$ cat src/rtl/simon_sequencer_if.sv
// Simon game bundle: player/start inputs toward the engine, playback and
// game status back toward the LED/display side.
interface simon_sequencer_if #(
    parameter int COLOR_W = 2,
    parameter int MAX_LEN = 16
);
    localparam int RW = $clog2(MAX_LEN + 1);

    logic               start;
    logic               player_pressed;
    logic [COLOR_W-1:0] player_num;
    logic               simon_turn;
    logic               simon_pressed;
    logic [COLOR_W-1:0] simon_num;
    logic               player_turn;
    logic [RW-1:0]      round_len;
    logic               game_over;
    logic               game_won;

    modport master (
        output start,
        output player_pressed,
        output player_num,
        input  simon_turn,
        input  simon_pressed,
        input  simon_num,
        input  player_turn,
        input  round_len,
        input  game_over,
        input  game_won
    );

    modport slave (
        input  start,
        input  player_pressed,
        input  player_num,
        output simon_turn,
        output simon_pressed,
        output simon_num,
        output player_turn,
        output round_len,
        output game_over,
        output game_won
    );
endinterface

$ cat src/rtl/simon_sequencer.sv
// Simon game engine: grows an LFSR-driven colour sequence one element per
// round, plays it back with timed pulses and checks the player's replay.
module simon_sequencer #(
    parameter int          COLOR_W        = 2,
    parameter int          MAX_LEN        = 16,
    parameter int          SHOW_CYCLES    = 4,
    parameter int          GAP_CYCLES     = 2,
    parameter int          TIMEOUT_CYCLES = 0,
    parameter logic [15:0] SEED           = 16'hACE1
) (
    input logic clk,
    input logic rst_n,
    simon_sequencer_if.slave bus
);
    localparam int RW     = $clog2(MAX_LEN + 1);
    localparam int IW     = $clog2(MAX_LEN);
    localparam int TMAX_A = (SHOW_CYCLES > GAP_CYCLES) ? SHOW_CYCLES : GAP_CYCLES;
    localparam int TMAX   = (TMAX_A > TIMEOUT_CYCLES) ? TMAX_A : TIMEOUT_CYCLES;
    localparam int TW     = $clog2(TMAX + 1);
    localparam bit TO_EN  = (TIMEOUT_CYCLES > 0);
    localparam int TO_LAST = TO_EN ? TIMEOUT_CYCLES - 1 : 0;
    localparam logic [15:0] POLY = 16'hB400;

    typedef enum logic [2:0] {
        IDLE,
        ADD,
        SHOW,
        GAP,
        WAIT,
        LOSE,
        WIN
    } state_t;

    state_t             state;
    state_t             state_n;
    logic [15:0]        lfsr;
    logic [RW-1:0]      len;
    logic [RW-1:0]      len_n;
    logic [IW-1:0]      show_idx;
    logic [IW-1:0]      show_idx_n;
    logic [IW-1:0]      play_idx;
    logic [IW-1:0]      play_idx_n;
    logic [IW-1:0]      last_idx;
    logic [TW-1:0]      timer;
    logic [TW-1:0]      timer_n;
    logic [COLOR_W-1:0] mem [MAX_LEN];
    logic               hit;
    logic               show_done;
    logic               gap_done;
    logic               timed_out;

    assign last_idx  = IW'(len - RW'(1));
    assign hit       = (bus.player_num == mem[play_idx]);
    assign show_done = (timer == TW'(SHOW_CYCLES - 1));
    assign gap_done  = (timer == TW'(GAP_CYCLES - 1));
    assign timed_out = TO_EN && (timer == TW'(TO_LAST));

    always_ff @(posedge clk or negedge rst_n) begin
        if (!rst_n) begin
            lfsr <= SEED;
        end else begin
            lfsr <= {1'b0, lfsr[15:1]} ^ (lfsr[0] ? POLY : 16'h0000);
        end
    end

    always_ff @(posedge clk or negedge rst_n) begin
        if (!rst_n) begin
            state    <= IDLE;
            len      <= '0;
            show_idx <= '0;
            play_idx <= '0;
            timer    <= '0;
        end else begin
            state    <= state_n;
            len      <= len_n;
            show_idx <= show_idx_n;
            play_idx <= play_idx_n;
            timer    <= timer_n;
        end
    end

    // Contents need no reset: every slot is written in ADD before it is read.
    always_ff @(posedge clk) begin
        if (state == ADD) begin
            mem[last_idx] <= lfsr[COLOR_W-1:0];
        end
    end

    always_comb begin
        state_n    = state;
        len_n      = len;
        show_idx_n = show_idx;
        play_idx_n = play_idx;
        timer_n    = timer;
        unique case (state)
            IDLE, LOSE, WIN: begin
                if (bus.start) begin
                    len_n   = RW'(1);
                    state_n = ADD;
                end
            end
            ADD: begin
                show_idx_n = '0;
                timer_n    = '0;
                state_n    = SHOW;
            end
            SHOW: begin
                if (show_done) begin
                    timer_n = '0;
                    state_n = GAP;
                end else begin
                    timer_n = timer + TW'(1);
                end
            end
            GAP: begin
                if (gap_done) begin
                    timer_n = '0;
                    if (show_idx == last_idx) begin
                        play_idx_n = '0;
                        state_n    = WAIT;
                    end else begin
                        show_idx_n = show_idx + IW'(1);
                        state_n    = SHOW;
                    end
                end else begin
                    timer_n = timer + TW'(1);
                end
            end
            WAIT: begin
                // A press on the last timeout cycle still counts.
                if (bus.player_pressed) begin
                    if (!hit) begin
                        state_n = LOSE;
                    end else if (play_idx == last_idx) begin
                        if (len == RW'(MAX_LEN)) begin
                            state_n = WIN;
                        end else begin
                            len_n   = len + RW'(1);
                            state_n = ADD;
                        end
                    end else begin
                        play_idx_n = play_idx + IW'(1);
                        timer_n    = '0;
                    end
                end else if (timed_out) begin
                    state_n = LOSE;
                end else if (TO_EN) begin
                    timer_n = timer + TW'(1);
                end
            end
            default: begin
                state_n = IDLE;
            end
        endcase
    end

    assign bus.simon_turn    = (state == ADD) || (state == SHOW) || (state == GAP);
    assign bus.simon_pressed = (state == SHOW);
    assign bus.simon_num     = (state == SHOW) ? mem[show_idx] : '0;
    assign bus.player_turn   = (state == WAIT);
    assign bus.round_len     = len;
    assign bus.game_over     = (state == LOSE);
    assign bus.game_won      = (state == WIN);

endmodule
$ cat src/flat_wrapper.sv
// flat-port wrapper written by rule: the top's interface ports become plain ports
module simon_sequencer_flat 
#(
    parameter int          COLOR_W        = 2,
    parameter int          MAX_LEN        = 16,
    parameter int          SHOW_CYCLES    = 4,
    parameter int          GAP_CYCLES     = 2,
    parameter int          TIMEOUT_CYCLES = 0,
    parameter logic [15:0] SEED           = 16'hACE1
)
  (clk, rst_n, bus_start, bus_player_pressed, bus_player_num, bus_simon_turn, bus_simon_pressed, bus_simon_num, bus_player_turn, bus_round_len, bus_game_over, bus_game_won);
  simon_sequencer_if #(.COLOR_W(COLOR_W), .MAX_LEN(MAX_LEN)) bus_i ();
  input logic clk;
  input logic rst_n;
  input wire logic [$bits(bus_i.start)-1:0] bus_start;
  input wire logic [$bits(bus_i.player_pressed)-1:0] bus_player_pressed;
  input wire logic [$bits(bus_i.player_num)-1:0] bus_player_num;
  output wire logic [$bits(bus_i.simon_turn)-1:0] bus_simon_turn;
  output wire logic [$bits(bus_i.simon_pressed)-1:0] bus_simon_pressed;
  output wire logic [$bits(bus_i.simon_num)-1:0] bus_simon_num;
  output wire logic [$bits(bus_i.player_turn)-1:0] bus_player_turn;
  output wire logic [$bits(bus_i.round_len)-1:0] bus_round_len;
  output wire logic [$bits(bus_i.game_over)-1:0] bus_game_over;
  output wire logic [$bits(bus_i.game_won)-1:0] bus_game_won;
  assign bus_i.start = bus_start;
  assign bus_i.player_pressed = bus_player_pressed;
  assign bus_i.player_num = bus_player_num;
  assign bus_simon_turn = bus_i.simon_turn;
  assign bus_simon_pressed = bus_i.simon_pressed;
  assign bus_simon_num = bus_i.simon_num;
  assign bus_player_turn = bus_i.player_turn;
  assign bus_round_len = bus_i.round_len;
  assign bus_game_over = bus_i.game_over;
  assign bus_game_won = bus_i.game_won;
  simon_sequencer #(.COLOR_W(COLOR_W), .MAX_LEN(MAX_LEN), .SHOW_CYCLES(SHOW_CYCLES), .GAP_CYCLES(GAP_CYCLES), .TIMEOUT_CYCLES(TIMEOUT_CYCLES), .SEED(SEED)) u_core (.clk(clk), .rst_n(rst_n), .bus(bus_i));
endmodule
$ cat config.mk
export PLATFORM = sky130hd
export DESIGN_NAME = simon_sequencer_flat
export DESIGN_NICKNAME = d
export VERILOG_FILES = /design/src/rtl/simon_sequencer_if.sv /design/src/rtl/simon_sequencer.sv /design/src/flat_wrapper.sv
export SDC_FILE = /design/constraint.sdc
export NUM_CORES = 1
export LEC_CHECK = 0
export CAP_MARGIN = 20
export CORE_MARGIN = 2
export CORE_UTILIZATION = 25
export DETAILED_ROUTE_END_ITERATION = 7
export GPL_TIMING_DRIVEN = 0
export HOLD_SLACK_MARGIN = 0.06
export PLACE_DENSITY = 0.49
export SLEW_MARGIN = 10
export SYNTH_ARGS = -nofsm -noshare
export SYNTH_HDL_FRONTEND = slang
export SYNTH_SLANG_ARGS = --single-unit
$ cat constraint.sdc
create_clock -name clk -period 4.8 [get_ports clk]
set_input_delay 0.72 -clock clk [delete_from_list [all_inputs] [get_ports clk]]
set_output_delay 0.72 -clock clk [all_outputs]
set_load 0.03 [all_outputs]
* Word level (Yosys, flattened, before mapping)
Memory sizes are Yosys's and may differ from the RTL's.
Cells that the tools add are included.
Widths: inputs -> output; s select.
** Cells by class
- $add $sub $neg :: 5
- Equal/unequal tests :: 23
- Muxes and demuxes :: 34
- Bitwise logic cells :: 1
- Reduce and logical (&&, ||, !) cells :: 13
** Operator list (number)
- $mux 3 :: 13
- $mux 4 :: 7
- $mux 5 :: 5
- $mux 16 :: 1
- $pmux 4 s2 :: 2
- $xor 15x16->16 :: 1
- $pmux 3 s5 :: 1
- $pmux 3 s4 :: 1
- $reduce_and 6->1 :: 2
- $ne 2x1->1 const B :: 5
- $ne 2x2->1 const B :: 5
- $pmux 5 s2 :: 1
- $eq 3x2->1 const B :: 3
- $eq 3x3->1 const B :: 3
- $add 4x1->4 const B :: 2
- $eq 4x4->1 :: 2
- $eq 3x1->1 const B :: 2
- $reduce_bool 2->1 :: 3
- $add 5x1->5 const B :: 1
- $eq 5x5->1 const B :: 1
- $reduce_and 5->1 :: 1
- $reduce_and 4->1 :: 1
- $reduce_bool 4->1 :: 1
- $sub 4x1->4 const B :: 1
- 9 further kinds :: 11
** Storage, ports and cells
- Flip-flop bits (word level) :: 35
- Bits in writable memories :: 32
- Input bits :: 6
- Output and inout port bits :: 12
- Memories kept :: 1
** Memory list
- u_core.mem :: words 16, width 2, read ports 2, clocked after Yosys merged registers in 0, write ports 1, line simon_sequencer.sv:46 : logic [COLOR_W-1:0] mem [MAX_LEN];

* Logic depth before layout (Yosys ltp)
- Depth after elaboration :: 6
- Depth in mapped cells :: 9
- Depth with buffers taken out :: 9

* Least setup slack after synthesis
No wires, ideal clock.
- Kind :: register to output
- Start :: register u_core.show_idx[0]
- End :: output port bus_simon_num[0]
- Arrival time :: 1.890 ns
- Required time :: 4.080 ns
- Path slack :: 2.190 ns
- Cell stages (with the launch flop) :: 5
- Cells stage by stage :: dfrtp_1 > buf_2 > mux4_2 > mux4_2 > and2_1
** On the way
- Cells in the longest elaborated chain, start to end :: 2
** RTL lines
- from (decl) :: line simon_sequencer.sv:39 : logic [IW-1:0] show_idx;
- from (signal assigned) :: line simon_sequencer.sv:76 : show_idx <= show_idx_n;
- $mem_v2 16x2
- $mux 2 :: line simon_sequencer.sv:159 : assign bus.simon_num = (state == SHOW) ? mem[show_idx] : '0;
- to (decl) :: line flat_wrapper.sv:20 : output wire logic [$bits(bus_i.simon_num)-1:0] bus_simon_num;
No other way between the ends.

* Worst setup path in the final report
Same ends and word-level chain as after synthesis.

==> results by group <==
STA
  • Layout Skew: 0.00333 ns
  • Slew @ Worst Pin: between 0.5 and 0.6 ns
  • # setup viols final: 0
  • Worst slew margin relative to its limit: 0.624
  • Setup TNS: 0 ns
  • Final Max Tran Viols: 0
  • Final period utilization: 0.758
  • RSZ-0062 raised after global routing: no
  • Tmin final: ~3.6 ns
  • Fmax: 275 MHz
  • Hold Fails Final Rpt: 0

Critical path
  • Slowest Stage Delay on Critical Path: about 0.60 ns
  • Worst path arrival time: between 2 and 3 ns
  • CP Max Fanout: 10
  • Most common cell on crit path: mux4_2
  • Buffer and inverter count on the worst path: 2
  • R2r setup slk: 1.95 ns
  • Master of the slowest instance on the critical path: clkdlybuf4s50_1
  • Crit. End Element: output port
  • FF-to-FF path depth: 9
  • CP Cell Sequence: buf_2 -> mux4_2 -> mux4_2 -> and2_1 -> clkdlybuf4s50_1
  • CP top delay family: multiplexers
  • Cell count along the critical path: 5
  • Kind of start point of the critical path: flop
  • Setup CP Type: reg2out
  • Worst EP required: roughly 4 ns

Drt
  • DR WL/cell: about 16 um
  • Vias/cell: between 4 and 5
  • Drt first pass iters: 4
  • DR vias: about 2400
  • Remaining antenna violation count after routing: 0
  • Residual DRC: 0
  • 1st-iter DRT viols: 222
  • Overall routed net length: 8.36 mm

Finish
  • Area growth, synth to finish: 19.0%
  • Final core utilization: 0.307
  • Layout cell share with drive strength beyond 1: 0.160
  • Diode count: 0
  • Cell area after layout: 4310 um^2
  • Fillers: 1418
  • Nets: roughly 350

Global route
  • GR Layer Usage met3: 0.0309
  • GRT overflow: 0
  • Vias in the first global route: 2537
  • Met1 usage: 0.152
  • Antenna violations before repair: 0
  • Gr busiest metal: met2
  • First-pass GRT wire length: around 14 mm
  • Largest net degree at the start of global routing: 32
  • GRT Overall Usage: 0.115
  • GRT met2 Usage: 0.180

Floorplanning
  • Starting density of the core: 0.258
  • Die width: around 120 um
  • Io pins: 18
  • Die Ht: between 100 and 150 um
  • Rows: between 40 and 50
  • CORE AREA: about 14000 um^2
  • Die Area: 15500 um^2

Placement
  • Area after DPL: a little over 4000 um^2
  • Final GP Congestion: about 0.76
  • Port bufs: 16
  • Detailed placer's ending HPWL: slightly above 6 mm

Yosys
  • Synthesized area: around 3600 um^2
  • Post-Syn Instances: 305
  • FFs w/ async S/R, synth: 0.522
  • Syn nets: 324
  • EDFF count, synth: 32
  • Register area share after synthesis: 0.510
  • Share of the synthesized area in the top cell type: 0.265
  • Post-Syn Area per Cell: approximately 12 um^2
  • Flops & latches, synth: 67
  • Post-synth top flop: edfxtp_1
  • Count of different cell masters after synthesis: between 50 and 60
  • Yosys warning count: 0
  • Area contributors post-synth: edfxtp_1 27%, dfrtp_1 19%, mux4_2 6.2%
  • Area leader, netlist: edfxtp_1

Clock tree
  • CTS Buffer Depth: 2
  • Worst-skew pair later-pin latency: roughly 0.33 ns
  • Setup repair bufs after CTS: 0
  • Clock-pin slew on the worst setup and hold paths: 0.06 ns
  • Clk sink count: 67
  • CTS buffer count: 9
  • Cts hold-fix bufs: 0
  • Post-cts sizing count: 0
  • Htree depth: 3
  • Root buf cell: clkbuf_16
  • CTS tree: yes

Hold path
  • Hold crit path type: in2async

Power and ir drop
  • Max rail drop VDD: between 0.2 and 0.25 mV
  • P_leak: ~1.6 nW
  • Power Density: around 510 nW/um^2

Status
  • Status: completed

Job
  • Max-cap viol count: 0
## cell usage in the layout (no fill, tap or decap), types with 3 or more instances in the layout
master	instances
a31oi_1	4
o21ai_0	3
xor2_1	7
and2_1	5
nand3_1	9
clkdlybuf4s50_1	15
mux4_2	10
clkbuf_16	9
dfrtp_1	27
a21o_1	6
nor2_1	35
buf_4	3
dfstp_2	8
edfxtp_1	32
ha_1	13
clkbuf_1	4
and3_1	5
mux2i_1	17
a21oi_1	14
buf_2	4
nand2b_1	5
nand2_1	21
o21bai_1	3
inv_1	13
xnor2_1	7
a22oi_1	9
## metal layers
layer  vias to the layer above  wire length (um)
li1                       1177                 -
met1                      1205              3980
met2                        42              3920
met3                         6               366
met4                         0                89
met5                         -                 0
## layout make-up
cell class / count / area, um^2 / share of cell area
inverter: 14 / 52.6 / 0.0122
timing repair buffer: 17 / 175 / 0.0407
buffer: 12 / 68.8 / 0.0160
multi-input combinational: 212 / 1650 / 0.384
clock buffer: 10 / 239 / 0.0555
clock inverter: 6 / 47.5 / 0.0110
tap: 180 / 225 / 0.0523
sequential: 67 / 1850 / 0.429
## final timing paths
| path | from | to |
|---|---|---|
| worst min-delay path | rst_n | u_core.lfsr[14] |
| worst max-delay path | u_core.show_idx[0] | bus_simon_num[0] |
| worst max register to register | u_core.bus.round_len[0] | u_core.bus.round_len[2] |
| max in group asynchronous | rst_n | u_core.lfsr[11] |
| min in group clk | u_core.lfsr[3] | u_core.lfsr[2] |
| worst min register to register | u_core.lfsr[3] | u_core.lfsr[2] |
## stage by stage
step	std cells	hold slack [ns]	setup WS (ns)	power (mW)
3_5_place_dp	502	0.341	1.49	1.60
3_3_place_gp	501	0.335	1.48	1.59
5_1_grt	518	0.198	1.00	2.35
4_1_cts	518	0.197	1.11	2.24
6_report	518	0.206	1.16	2.20
2_1_floorplan	305	0.331	2.19	1.35
## cell families (layout without fill, tap and decap cells)
kind of cell,count (synthesis),after routing,synth area share
flip-flops,67,67,0.510
buffers and inverters,26,59,0.0335
XOR/XNOR,16,16,0.0463
multiplexers,29,29,0.115
AO/OA/AOI/OAI,56,56,0.113
AND/OR/NAND/NOR,98,98,0.137
adder cells (fa/ha/maj),13,13,0.0449
## sequential cells by signal, summed over array words and instances, names as in the netlist
register	count
u_core.mem	32
u_core.play_idx	4
u_core.show_idx	4
u_core.timer	3
u_core.lfsr	16
u_core.bus.round_len	5
u_core.state	3
## synthesized netlist by cell type, types with 3 or more instances
master and n:
o21bai_1 3, nand2b_1 5, mux2i_1 17, ha_1 13, and2_1 5, nand2_1 21
a21oi_1 14, buf_4 3, clkbuf_1 4, buf_2 3, dfstp_2 8, dfrtp_1 27
nor2_1 35, a22oi_1 9, xor2_1 7, a21o_1 6, mux4_2 10, edfxtp_1 32
xnor2_1 7, a31oi_1 4, o21ai_0 3, and3_1 5, nand3_1 9, inv_1 13
## power by group
group / switching, mW / internal (mW) / total, mW / leakage (nW)
Combinational: 0.502 / 0.371 / 0.873 / 0.796
Clock: 0.257 / 0.368 / 0.624 / 0.139
Sequential: 0.0566 / 0.650 / 0.706 / 0.687
Total: 0.815 / 1.39 / 2.20 / 1.62
(Power assumes the default switching activity.)
